### src/rtl/fetch_sequencer_if.sv
// Instruction-memory fetch bus between fetch_sequencer (master) and the ROM (slave).
// The ROM answers a held request by raising imem_ready with data on instr_in.
interface fetch_sequencer_if #(
    parameter int ADDR_W = 8
);
    logic [ADDR_W-1:0] imem_addr;
    logic              imem_req;
    logic              imem_ready;
    logic [31:0]       instr_in;

    modport master (
        output imem_addr,
        output imem_req,
        input  imem_ready,
        input  instr_in
    );

    modport slave (
        input  imem_addr,
        input  imem_req,
        output imem_ready,
        output instr_in
    );
endinterface

### src/rtl/fetch_sequencer.sv
// Instruction fetch / next-PC sequencer: IDLE -> REQ -> ISSUE handshake with any-latency ROM.
// Define FETCH_RAS_EN to build the hardware return-address stack (ret honoured, jal pushes).
module fetch_sequencer #(
    parameter int ADDR_W    = 8,
    parameter int RESET_PC  = 0,
    parameter int RAS_DEPTH = 4
) (
    input  logic               clk,
    input  logic               reset,
    fetch_sequencer_if.master  imem,
    output logic [31:0]        instr_out,
    output logic               instr_valid,
    input  logic               stall,
    input  logic               branch_taken,
    input  logic [15:0]        branch_offset,
    input  logic               jump,
    input  logic               jal,
    input  logic [ADDR_W-1:0]  jump_target,
    input  logic               jr,
    input  logic [31:0]        jr_target,
    input  logic               ret,
    output logic [ADDR_W-1:0]  link_addr,
    output logic [31:0]        instr_count,
    output logic               ras_underflow
);

    typedef enum logic [1:0] {
        IDLE  = 2'd0,
        REQ   = 2'd1,
        ISSUE = 2'd2
    } state_t;

    state_t            state_q, state_d;
    logic [ADDR_W-1:0] pc_q, pc_d;
    logic [31:0]       instr_q, instr_d;
    logic [31:0]       count_q, count_d;
    logic              req_q, req_d;
    logic              valid_q, valid_d;

    logic [ADDR_W-1:0] pc_plus1;
    logic [31:0]       offset_ext;
    logic [ADDR_W-1:0] branch_pc;
    logic [ADDR_W-1:0] next_pc;
    logic              advance;

    assign pc_plus1   = pc_q + ADDR_W'(1);
    assign offset_ext = {{16{branch_offset[15]}}, branch_offset};
    assign branch_pc  = pc_plus1 + offset_ext[ADDR_W-1:0];
    assign advance    = (state_q == ISSUE) && !stall;

    // Upper operand bits never reach the address space.
    logic unused_upper_bits;
    assign unused_upper_bits = ^{jr_target[31:ADDR_W], offset_ext[31:ADDR_W]};

`ifdef FETCH_RAS_EN
    localparam int PTR_W = (RAS_DEPTH > 1) ? $clog2(RAS_DEPTH) : 1;
    localparam logic [PTR_W:0] RAS_FULL = (PTR_W + 1)'(RAS_DEPTH);

    logic [ADDR_W-1:0] ras_mem [RAS_DEPTH];
    logic [PTR_W-1:0]  ras_ptr_q, ras_ptr_d;
    logic [PTR_W:0]    ras_cnt_q, ras_cnt_d;
    logic              ras_uf_q, ras_uf_d;
    logic [PTR_W-1:0]  ras_top_idx;
    logic [ADDR_W-1:0] ras_top;
    logic              ras_push, ras_pop, ras_uf_set;

    // ras_ptr points at the next free slot; wrapping it makes a full push overwrite the oldest entry.
    assign ras_top_idx = ras_ptr_q - PTR_W'(1);
    assign ras_top     = ras_mem[ras_top_idx];
`endif

    always_comb begin
        next_pc = pc_plus1;
`ifdef FETCH_RAS_EN
        ras_push   = 1'b0;
        ras_pop    = 1'b0;
        ras_uf_set = 1'b0;
`endif
        if (jr) begin
            next_pc = jr_target[ADDR_W-1:0];
        end
`ifdef FETCH_RAS_EN
        else if (ret) begin
            if (ras_cnt_q != '0) begin
                next_pc = ras_top;
                ras_pop = 1'b1;
            end else begin
                ras_uf_set = 1'b1;
            end
        end
`endif
        else if (jal) begin
            next_pc = jump_target;
`ifdef FETCH_RAS_EN
            ras_push = 1'b1;
`endif
        end else if (jump) begin
            next_pc = jump_target;
        end else if (branch_taken) begin
            next_pc = branch_pc;
        end
    end

    always_comb begin
        state_d = state_q;
        pc_d    = pc_q;
        instr_d = instr_q;
        count_d = count_q;
        case (state_q)
            IDLE: begin
                state_d = REQ;
            end
            REQ: begin
                if (imem.imem_ready) begin
                    instr_d = imem.instr_in;
                    state_d = ISSUE;
                end
            end
            ISSUE: begin
                if (!stall) begin
                    pc_d    = next_pc;
                    count_d = count_q + 32'd1;
                    state_d = REQ;
                end
            end
            default: begin
                state_d = IDLE;
            end
        endcase
        // Handshake outputs are registered from the next state so they are glitch-free.
        req_d   = (state_d == REQ);
        valid_d = (state_d == ISSUE);
    end

    always_ff @(posedge clk) begin
        if (reset) begin
            state_q <= IDLE;
            pc_q    <= ADDR_W'(RESET_PC);
            instr_q <= '0;
            count_q <= '0;
            req_q   <= 1'b0;
            valid_q <= 1'b0;
        end else begin
            state_q <= state_d;
            pc_q    <= pc_d;
            instr_q <= instr_d;
            count_q <= count_d;
            req_q   <= req_d;
            valid_q <= valid_d;
        end
    end

`ifdef FETCH_RAS_EN
    always_comb begin
        ras_ptr_d = ras_ptr_q;
        ras_cnt_d = ras_cnt_q;
        ras_uf_d  = ras_uf_q;
        if (advance) begin
            if (ras_push) begin
                ras_ptr_d = ras_ptr_q + PTR_W'(1);
                if (ras_cnt_q != RAS_FULL) begin
                    ras_cnt_d = ras_cnt_q + (PTR_W + 1)'(1);
                end
            end else if (ras_pop) begin
                ras_ptr_d = ras_top_idx;
                ras_cnt_d = ras_cnt_q - (PTR_W + 1)'(1);
            end
            if (ras_uf_set) begin
                ras_uf_d = 1'b1;
            end
        end
    end

    always_ff @(posedge clk) begin
        if (reset) begin
            ras_ptr_q <= '0;
            ras_cnt_q <= '0;
            ras_uf_q  <= 1'b0;
        end else begin
            ras_ptr_q <= ras_ptr_d;
            ras_cnt_q <= ras_cnt_d;
            ras_uf_q  <= ras_uf_d;
        end
    end

    // Stack storage needs no reset: entries are only read when ras_cnt_q says they were written.
    always_ff @(posedge clk) begin
        if (advance && ras_push) begin
            ras_mem[ras_ptr_q] <= pc_plus1;
        end
    end

    assign ras_underflow = ras_uf_q;
`else
    logic unused_ret;
    assign unused_ret    = ret;
    assign ras_underflow = 1'b0;
`endif

    assign imem.imem_addr = pc_q;
    assign imem.imem_req  = req_q;
    assign instr_out      = instr_q;
    assign instr_valid    = valid_q;
    assign instr_count    = count_q;
    assign link_addr      = pc_plus1;

endmodule
### src/flat_wrapper.sv
// flat-port wrapper written by rule: the top's interface ports become plain ports
module fetch_sequencer_flat 
#(
    parameter int ADDR_W    = 8,
    parameter int RESET_PC  = 0,
    parameter int RAS_DEPTH = 4
)
  (clk, reset, instr_out, instr_valid, stall, branch_taken, branch_offset, jump, jal, jump_target, jr, jr_target, ret, link_addr, instr_count, ras_underflow, imem_imem_addr, imem_imem_req, imem_imem_ready, imem_instr_in);
  fetch_sequencer_if #(.ADDR_W(ADDR_W)) imem_i ();
  input  logic clk;
  input  logic reset;
  output logic [31:0] instr_out;
  output logic instr_valid;
  input  logic stall;
  input  logic branch_taken;
  input  logic [15:0] branch_offset;
  input  logic jump;
  input  logic jal;
  input  logic [ADDR_W-1:0] jump_target;
  input  logic jr;
  input  logic [31:0] jr_target;
  input  logic ret;
  output logic [ADDR_W-1:0] link_addr;
  output logic [31:0] instr_count;
  output logic ras_underflow;
  output wire logic [$bits(imem_i.imem_addr)-1:0] imem_imem_addr;
  output wire logic [$bits(imem_i.imem_req)-1:0] imem_imem_req;
  input wire logic [$bits(imem_i.imem_ready)-1:0] imem_imem_ready;
  input wire logic [$bits(imem_i.instr_in)-1:0] imem_instr_in;
  assign imem_imem_addr = imem_i.imem_addr;
  assign imem_imem_req = imem_i.imem_req;
  assign imem_i.imem_ready = imem_imem_ready;
  assign imem_i.instr_in = imem_instr_in;
  fetch_sequencer #(.ADDR_W(ADDR_W), .RESET_PC(RESET_PC), .RAS_DEPTH(RAS_DEPTH)) u_core (.clk(clk), .reset(reset), .imem(imem_i), .instr_out(instr_out), .instr_valid(instr_valid), .stall(stall), .branch_taken(branch_taken), .branch_offset(branch_offset), .jump(jump), .jal(jal), .jump_target(jump_target), .jr(jr), .jr_target(jr_target), .ret(ret), .link_addr(link_addr), .instr_count(instr_count), .ras_underflow(ras_underflow));
endmodule
### config.mk
export PLATFORM = sky130hd
export DESIGN_NAME = fetch_sequencer_flat
export DESIGN_NICKNAME = d
export VERILOG_FILES = /design/src/rtl/fetch_sequencer_if.sv /design/src/rtl/fetch_sequencer.sv /design/src/flat_wrapper.sv
export SDC_FILE = /design/constraint.sdc
export NUM_CORES = 1
export LEC_CHECK = 0
export CAP_MARGIN = 20
export CORE_UTILIZATION = 41
export DETAILED_ROUTE_END_ITERATION = 10
export GPL_ROUTABILITY_DRIVEN = 0
export PLACE_DENSITY = 0.86
export SLEW_MARGIN = 10
export SYNTH_ARGS = -nofsm -noshare
export SYNTH_HDL_FRONTEND = slang
export SYNTH_SLANG_ARGS = --single-unit
export TNS_END_PERCENT = 50
### constraint.sdc
create_clock -name clk -period 3.5 [get_ports clk]
set_input_delay 0.7 -clock clk [delete_from_list [all_inputs] [get_ports clk]]
set_output_delay 0.7 -clock clk [all_outputs]
set_load 0.1 [all_outputs]
==> results of run 1 <==
## cell usage after synthesis, types with 3 or more instances
| library cell | instances | area share |
|---|---|---|
| a211o_1 | 3 | 0.0071 |
| a211oi_1 | 9 | 0.018 |
| a21o_1 | 3 | 0.0061 |
| a21oi_1 | 50 | 0.067 |
| and3_1 | 4 | 0.0067 |
| and4_1 | 5 | 0.012 |
| clkbuf_1 | 22 | 0.022 |
| dfxtp_1 | 76 | 0.41 |
| ha_1 | 10 | 0.034 |
| inv_1 | 11 | 0.011 |
| mux2i_1 | 5 | 0.013 |
| nand2_1 | 88 | 0.089 |
| nand3_1 | 14 | 0.019 |
| nand4_1 | 7 | 0.012 |
| nor2_1 | 48 | 0.049 |
| nor3_1 | 11 | 0.015 |
| nor4_1 | 12 | 0.020 |
| o2111ai_1 | 3 | 0.0071 |
| o21ai_0 | 13 | 0.018 |
| or2_2 | 3 | 0.0051 |
| or3_1 | 11 | 0.019 |
| xnor2_1 | 23 | 0.054 |
| xor2_1 | 7 | 0.017 |
## metal layers
metal  wire, um  share of wire
met5          0              0
met4        129          0.012
met3        699          0.066
met2       5360           0.51
met1       4360           0.41
## through the flow
step,utilization,hold slack [ns]
floorplan,-,0.537
global route,0.623,0.479
global placement,0.596,0.441
CTS,0.623,0.459
detailed placement,0.596,0.448
finish,0.623,0.457
## logic make-up (layout without fill, tap and decap cells)
group / count (synthesis) / count (layout) / share of synthesized area
adder cells (fa/ha/maj): 11 / 11 / 0.0391
XOR/XNOR: 30 / 30 / 0.0708
multiplexers: 5 / 5 / 0.0135
AO/OA/AOI/OAI: 93 / 93 / 0.148
AND/OR/NAND/NOR: 216 / 216 / 0.279
other: 1 / 1 / 0.00101
flip-flops: 76 / 76 / 0.410
buffers and inverters: 37 / 176 / 0.0388
## sequential cells by signal, indices dropped and copies added (netlist names)
| name | flops |
|---|---|
| u_core.imem.imem_addr | 8 |
| u_core.imem.imem_req | 1 |
| u_core.instr_count | 32 |
| u_core.instr_out | 32 |
| u_core.instr_valid | 1 |
| u_core.state_q | 2 |
## cells in the final DEF, fill, tap and decap left out, types with 2 or more instances in the layout
master           Yosys  final
a2111oi_0            2      2
a211o_1              3      3
a211oi_1             9      9
a21o_1               3      3
a21oi_1             50     50
a31oi_1              2      2
and2_1               2      2
and3_1               4      4
and3b_1              2      2
and4_1               5      5
buf_4                1     24
bufinv_16            0      2
clkbuf_8             0     10
clkdlybuf4s50_1      0    124
clkinv_4             0      3
dfxtp_1             76     70
dfxtp_2              0      4
dfxtp_4              0      2
ha_1                10     10
inv_1               11     11
mux2i_1              5      5
nand2_1             88     88
nand3_1             14     14
nand3b_1             2      2
nand4_1              7      7
nor2_1              48     48
nor3_1              11     11
nor4_1              12     12
o2111ai_1            3      3
o21a_1               2      2
o21ai_0             13     13
or2_2                3      3
or3_1               11     11
xnor2_1             23     21
xnor2_2              0      2
xor2_1               7      5
## final timing paths
kind                                            endpoint  slack (ns)
worst max-delay path            u_core.imem.imem_addr[7]        0.51
worst min-delay path                u_core.instr_out[22]        0.46
worst max register to register  u_core.imem.imem_addr[7]        0.51
worst min register to register      u_core.instr_out[22]        0.46
## worst register-to-register path, stage by stage (launching register included)
cell	delay (ns)
dfxtp_4	0.39
ha_1	0.24
inv_1	0.07
nor2_1	0.30
xor2_4	0.20
ha_1	0.34
a211o_1	0.35
a2111oi_0	0.46
or3_1	0.22
nor3_1	0.06
o41ai_1	0.28
## final cells by class
class                      count  area (um^2)
sequential                    76         1530
fill                         758         3310
clock inverter                 6         95.1
clock buffer                  10          138
timing repair buffer         149         1430
tap                          108          135
inverter                      11         41.3
multi-input combinational    356         2090
## where the power goes
group / internal, W / switching [W]
sequential: 0.000886 / 0.0000172
combinational: 0.000145 / 0.000291
clock: 0.000427 / 0.000339
==> flow_summary.json, run 1 <==
{
  "outcome": "complete, no violations",
  "async_reset_ff_frac": 0,
  "ys_ff_latch": 76,
  "fin_tns_setup_ns": 0,
  "synthesis.nets": 577,
  "die_boundary_width_um": 97.2,
  "clock_latency_of_the_later_clocked_register_in_the_worst_skew_pair_ns": 0.34,
  "powerDensity_mw_per_mm2": 386,
  "detailedRoute.firstPassIterationCount": 5,
  "path_depth": 10,
  "min_path_type": "reg -> reg",
  "worst_hold_startpoint": "u_core.instr_out[22]",
  "critPathMostFrequentCell": "ha_1",
  "gr-usage-met2": 0.385,
  "dominantRegCellSynth": "dfxtp_1",
  "die_height_um": 97.2,
  "preCtsSetupSlack_ns": 0.607,
  "layout_min_cycle_time_ns": 2.99,
  "dp.final_hpwl_mm": 7.58,
  "wire_length_of_the_first_global_routing_pass_mm": 17.5,
  "transition_time_at_the_pin_with_the_least_slew_margin_ns": 0.995,
  "die_area_mm2": 0.00944,
  "p_leak_nw": 1.98,
  "finish.cell_count_without_fillers": 716,
  "setup_viol": 0,
  "hold_viol_final": 0,
  "top_usage_layer": "met2",
  "post_dp_cell_area_mm2": 0.00523,
  "syn_avg_cell_area_um2": 7.92,
  "criticalPathCategory": "reg -> reg",
  "setup.worst_path.start": "u_core.imem.imem_addr[0]",
  "tritoncts_clock_tree": "done",
  "tritoncts_buffer_count": 9,
  "top_level_ports": 180,
  "worst_setup_path_end_kind": "register",
  "p_total_w": 0.00211,
  "design.final.nets": 711,
  "final_design_area_no_fill_mm2": 0.00546,
  "cts.htree.levels": 3,
  "vdd.ir_drop.worst_mv": 0.348,
  "number_of_buffers_added_for_setup_after_cts": 0,
  "routed_wire_length_per_instance_um": 14.7,
  "routed_wirelength_mm": 10.5,
  "first_global_vias": 3738,
  "groute.usage.overall": 0.224,
  "crit_path_max_incr_delay_ns": 0.46,
  "synth_edf_count": 0,
  "cp_top_family": "compound AO/OA/AOI/OAI gates",
  "finalClockSkew_ns": 0.0162,
  "rsz0062_at_grt": "false",
  "worstReg2RegStart": "u_core.imem.imem_addr[0]",
  "slew_viol_final": 0,
  "path_buf_inv": 1,
  "maxSlewHeadroom": 0.335,
  "path_max_fanout": 8,
  "worstPathArrival_ns": 3.24,
  "initial_utilization": 0.424,
  "grt_overflow": 0,
  "postRouteAntennaNets": 0,
  "grt_antenna_before_repair": 0,
  "drv_cap": 0,
  "synth-seq-area-share": 0.410,
  "worst_setup_sp_type": "register",
  "final.period_utilization": 0.854,
  "synth_warnings": 0,
  "final_layout_size_suffix_gt1_frac": 0.0938,
  "detailroute.via_count": 3837,
  "grt_start_max_net_pins": 44,
  "core-area_mm2": 0.00876,
  "rows": 34,
  "syn_inst": 469,
  "clk_pin_slew_ns": 0.08,
  "timing.reg2reg.worst_path_depth": 10,
  "antenna-diode-count": 0,
  "syn-cell-area_mm2": 0.00371,
  "critical-path-slowest-cell": "a2111oi_0",
  "drt_drc_violations_left": 0,
  "placed_cells": 700,
  "cts.repair.resized": 0,
  "use_met3": 0.0590,
  "cts_max_path_buffers": 2,
  "clock_sinks": 76,
  "cp_cell_sequence": "ha_1 -> inv_1 -> nor2_1 -> xor2_4 -> ha_1 -> a211o_1 -> a2111oi_0 -> or3_1 -> nor3_1 -> o41ai_1",
  "viasPerCell": 5.36,
  "min_delay_path_depth": 2,
  "req_time_crit_path_ns": 3.75,
  "1st_iter_drt_viols": 174,
  "post-route-worst-setup-slack_ns": 0.511,
  "synth_cell_types": 47,
  "cts_root_buffer_type": "clkbuf_8",
  "cts.hold.buffers_added": 0,
  "achievable-frequency_ghz": 0.335,
  "port_buffers": 145,
  "synthToLayoutAreaGrowth_pct": 47.0,
  "grt_use_met1": 0.274
}
(Power assumes the default switching activity.)
==> run 2: changes to the inputs <==
--- a/config.mk
+++ b/config.mk
@@ -10,6 +10,7 @@
 export DETAILED_ROUTE_END_ITERATION = 10
 export GPL_ROUTABILITY_DRIVEN = 0
 export PLACE_DENSITY = 0.86
+export REMOVE_ABC_BUFFERS = 1
 export SLEW_MARGIN = 10
 export SYNTH_ARGS = -nofsm -noshare
 export SYNTH_HDL_FRONTEND = slang
==> run 2 against run 1 <==
Compared with the run above:
- non-clock buffer count up 1
- first-iteration DRC count fell by 9.8%
- cell count grew 0.14%
- hold slack about the same
- highest routed layer unchanged
- critical path depth stayed put
- largest cell class unchanged
- combinational power about the same
- critical path type unchanged
==> flow_summary.json, run 2 (synthesis results as in run 1) <==
{
  "top_level_ports": 180,
  "drt_drc_violations_left": 0,
  "setup_viol": 0,
  "antenna-diode-count": 0,
  "worst_setup_sp_type": "register",
  "cts_max_path_buffers": 2,
  "tritoncts_buffer_count": 9,
  "vdd.ir_drop.worst_mv": 0.256,
  "postRouteAntennaNets": 0,
  "cts.hold.buffers_added": 0,
  "cts_root_buffer_type": "clkbuf_8",
  "worst_setup_path_end_kind": "register",
  "transition_time_at_the_pin_with_the_least_slew_margin_ns": 1.01,
  "port_buffers": 145,
  "post-route-util": 0.611,
  "die_area_mm2": 0.00944,
  "wire_length_of_the_first_global_routing_pass_mm": 16.7,
  "number_of_buffers_added_for_setup_after_cts": 0,
  "routed_wirelength_mm": 10.0,
  "layout_min_cycle_time_ns": 2.91,
  "preCtsSetupSlack_ns": 0.615,
  "grt_antenna_before_repair": 0,
  "combined_area_of_the_multi_input_logic_cells_mm2": 0.00205,
  "p_leak_nw": 1.93,
  "slew_viol_final": 0,
  "cts.htree.levels": 3,
  "hold_viol_final": 0,
  "groute.usage.overall": 0.215,
  "synthToLayoutAreaGrowth_pct": 44.2,
  "worstPathArrival_ns": 3.16,
  "viasPerCell": 5.27,
  "rows": 34,
  "first_global_vias": 3534,
  "detailedRoute.firstPassIterationCount": 4,
  "drv_cap": 0,
  "outcome": "complete, no violations",
  "clk_pin_slew_ns": 0.08,
  "final.period_utilization": 0.832,
  "fin_tns_setup_ns": 0,
  "path_max_fanout": 8,
  "rsz0062_at_grt": "false",
  "powerDensity_mw_per_mm2": 362,
  "seq_area_mm2": 0.00152,
  "fill_cells": 775,
  "final_layout_size_suffix_gt1_frac": 0.0805,
  "layout.cells.most_common": "clkdlybuf4s50_1",
  "detailroute.via_count": 3777,
  "clock_latency_of_the_later_clocked_register_in_the_worst_skew_pair_ns": 0.34,
  "grt_start_max_net_pins": 45,
  "dp.final_hpwl_mm": 7.33,
  "routed_wire_length_per_instance_um": 14.0,
  "initial_utilization": 0.424,
  "finalClockSkew_ns": 0.00726,
  "design.final.nets": 712,
  "post-route-worst-setup-slack_ns": 0.588,
  "maxSlewHeadroom": 0.324,
  "clock_sinks": 76,
  "most_frequent_cells_in_the_layout": "123 x clkdlybuf4s50_1, 88 x nand2_1, 76 x dfxtp_1, 50 x a21oi_1, 48 x nor2_1",
  "die_height_um": 97.2,
  "cts.repair.resized": 0,
  "1st_iter_drt_viols": 157,
  "criticalPathCategory": "reg -> reg",
  "req_time_crit_path_ns": 3.75,
  "min_path_type": "reg -> reg",
  "achievable-frequency_ghz": 0.343,
  "die_boundary_width_um": 97.2,
  "grt_overflow": 0,
  "core-area_mm2": 0.00876,
  "tritoncts_clock_tree": "done"
}
## run 2: changes by cell type in the layout (fill, tap and decap cells not counted), moves of 3 or more
cell | before | now
clkinvlp_4 | 0 | 4
clkinv_4 | 3 | 0
dfxtp_1 | 70 | 76
dfxtp_2 | 4 | 0
## run 2: layer usage
layer | share of wire | wire (um) | up-vias | global-route usage
met4 | 0.028 | 279 | 0 | 0.0769
met2 | 0.47 | 4670 | 118 | 0.354
met5 | 0 | 0 | - | 0
met1 | 0.44 | 4360 | 1740 | 0.265
met3 | 0.069 | 694 | 23 | 0.0633
li1 | - | - | 1896 | -
## run 2: stage by stage
| step | instances | total power [W] | hold WS, ns | instance area, um^2 |
|---|---|---|---|---|
| floorplan | 443 | 0.00119 | 0.530 | 3610 |
| global placement | 701 | 0.00135 | 0.440 | 5180 |
| detailed placement | 701 | 0.00136 | 0.446 | 5180 |
| CTS | 717 | 0.00196 | 0.457 | 5350 |
| global route | 717 | 0.00202 | 0.473 | 5350 |
| finish | 717 | 0.00194 | 0.457 | 5350 |
## run 2: power by group
| part | switching [W] | total [W] | internal [W] |
|---|---|---|---|
| Clock | 0.000328 | 0.000602 | 0.000274 |
| Combinational | 0.000291 | 0.000435 | 0.000144 |
| Sequential | 0.0000151 | 0.000902 | 0.000887 |
## run 2: critical path: stages (launching register included)
cell       delay (ns)
dfxtp_1          0.45
ha_1             0.26
inv_1            0.06
nor2_1           0.12
xor2_1           0.27
ha_1             0.37
a211o_1          0.34
a2111oi_0        0.41
or3_1            0.19
nor3_1           0.05
o41ai_1          0.29
## run 2: area by class of cell
cell class,instances,share of cell area
well taps,108,0.0252
inverters,11,0.00771
clock inverters,6,0.00748
flip-flops and latches,76,0.284
clock buffers,10,0.0257
multi-input cells,356,0.382
repair buffers,150,0.267
## run 2: final timing paths
path              cells after the start  slack, ns                      from                  endpoint
setup / recovery                     10       0.59  u_core.imem.imem_addr[1]  u_core.imem.imem_addr[7]
hold / removal                        2       0.46       u_core.instr_out[0]       u_core.instr_out[0]
setup reg to reg                     10       0.59  u_core.imem.imem_addr[1]  u_core.imem.imem_addr[7]
hold reg to reg                       2       0.46       u_core.instr_out[0]       u_core.instr_out[0]
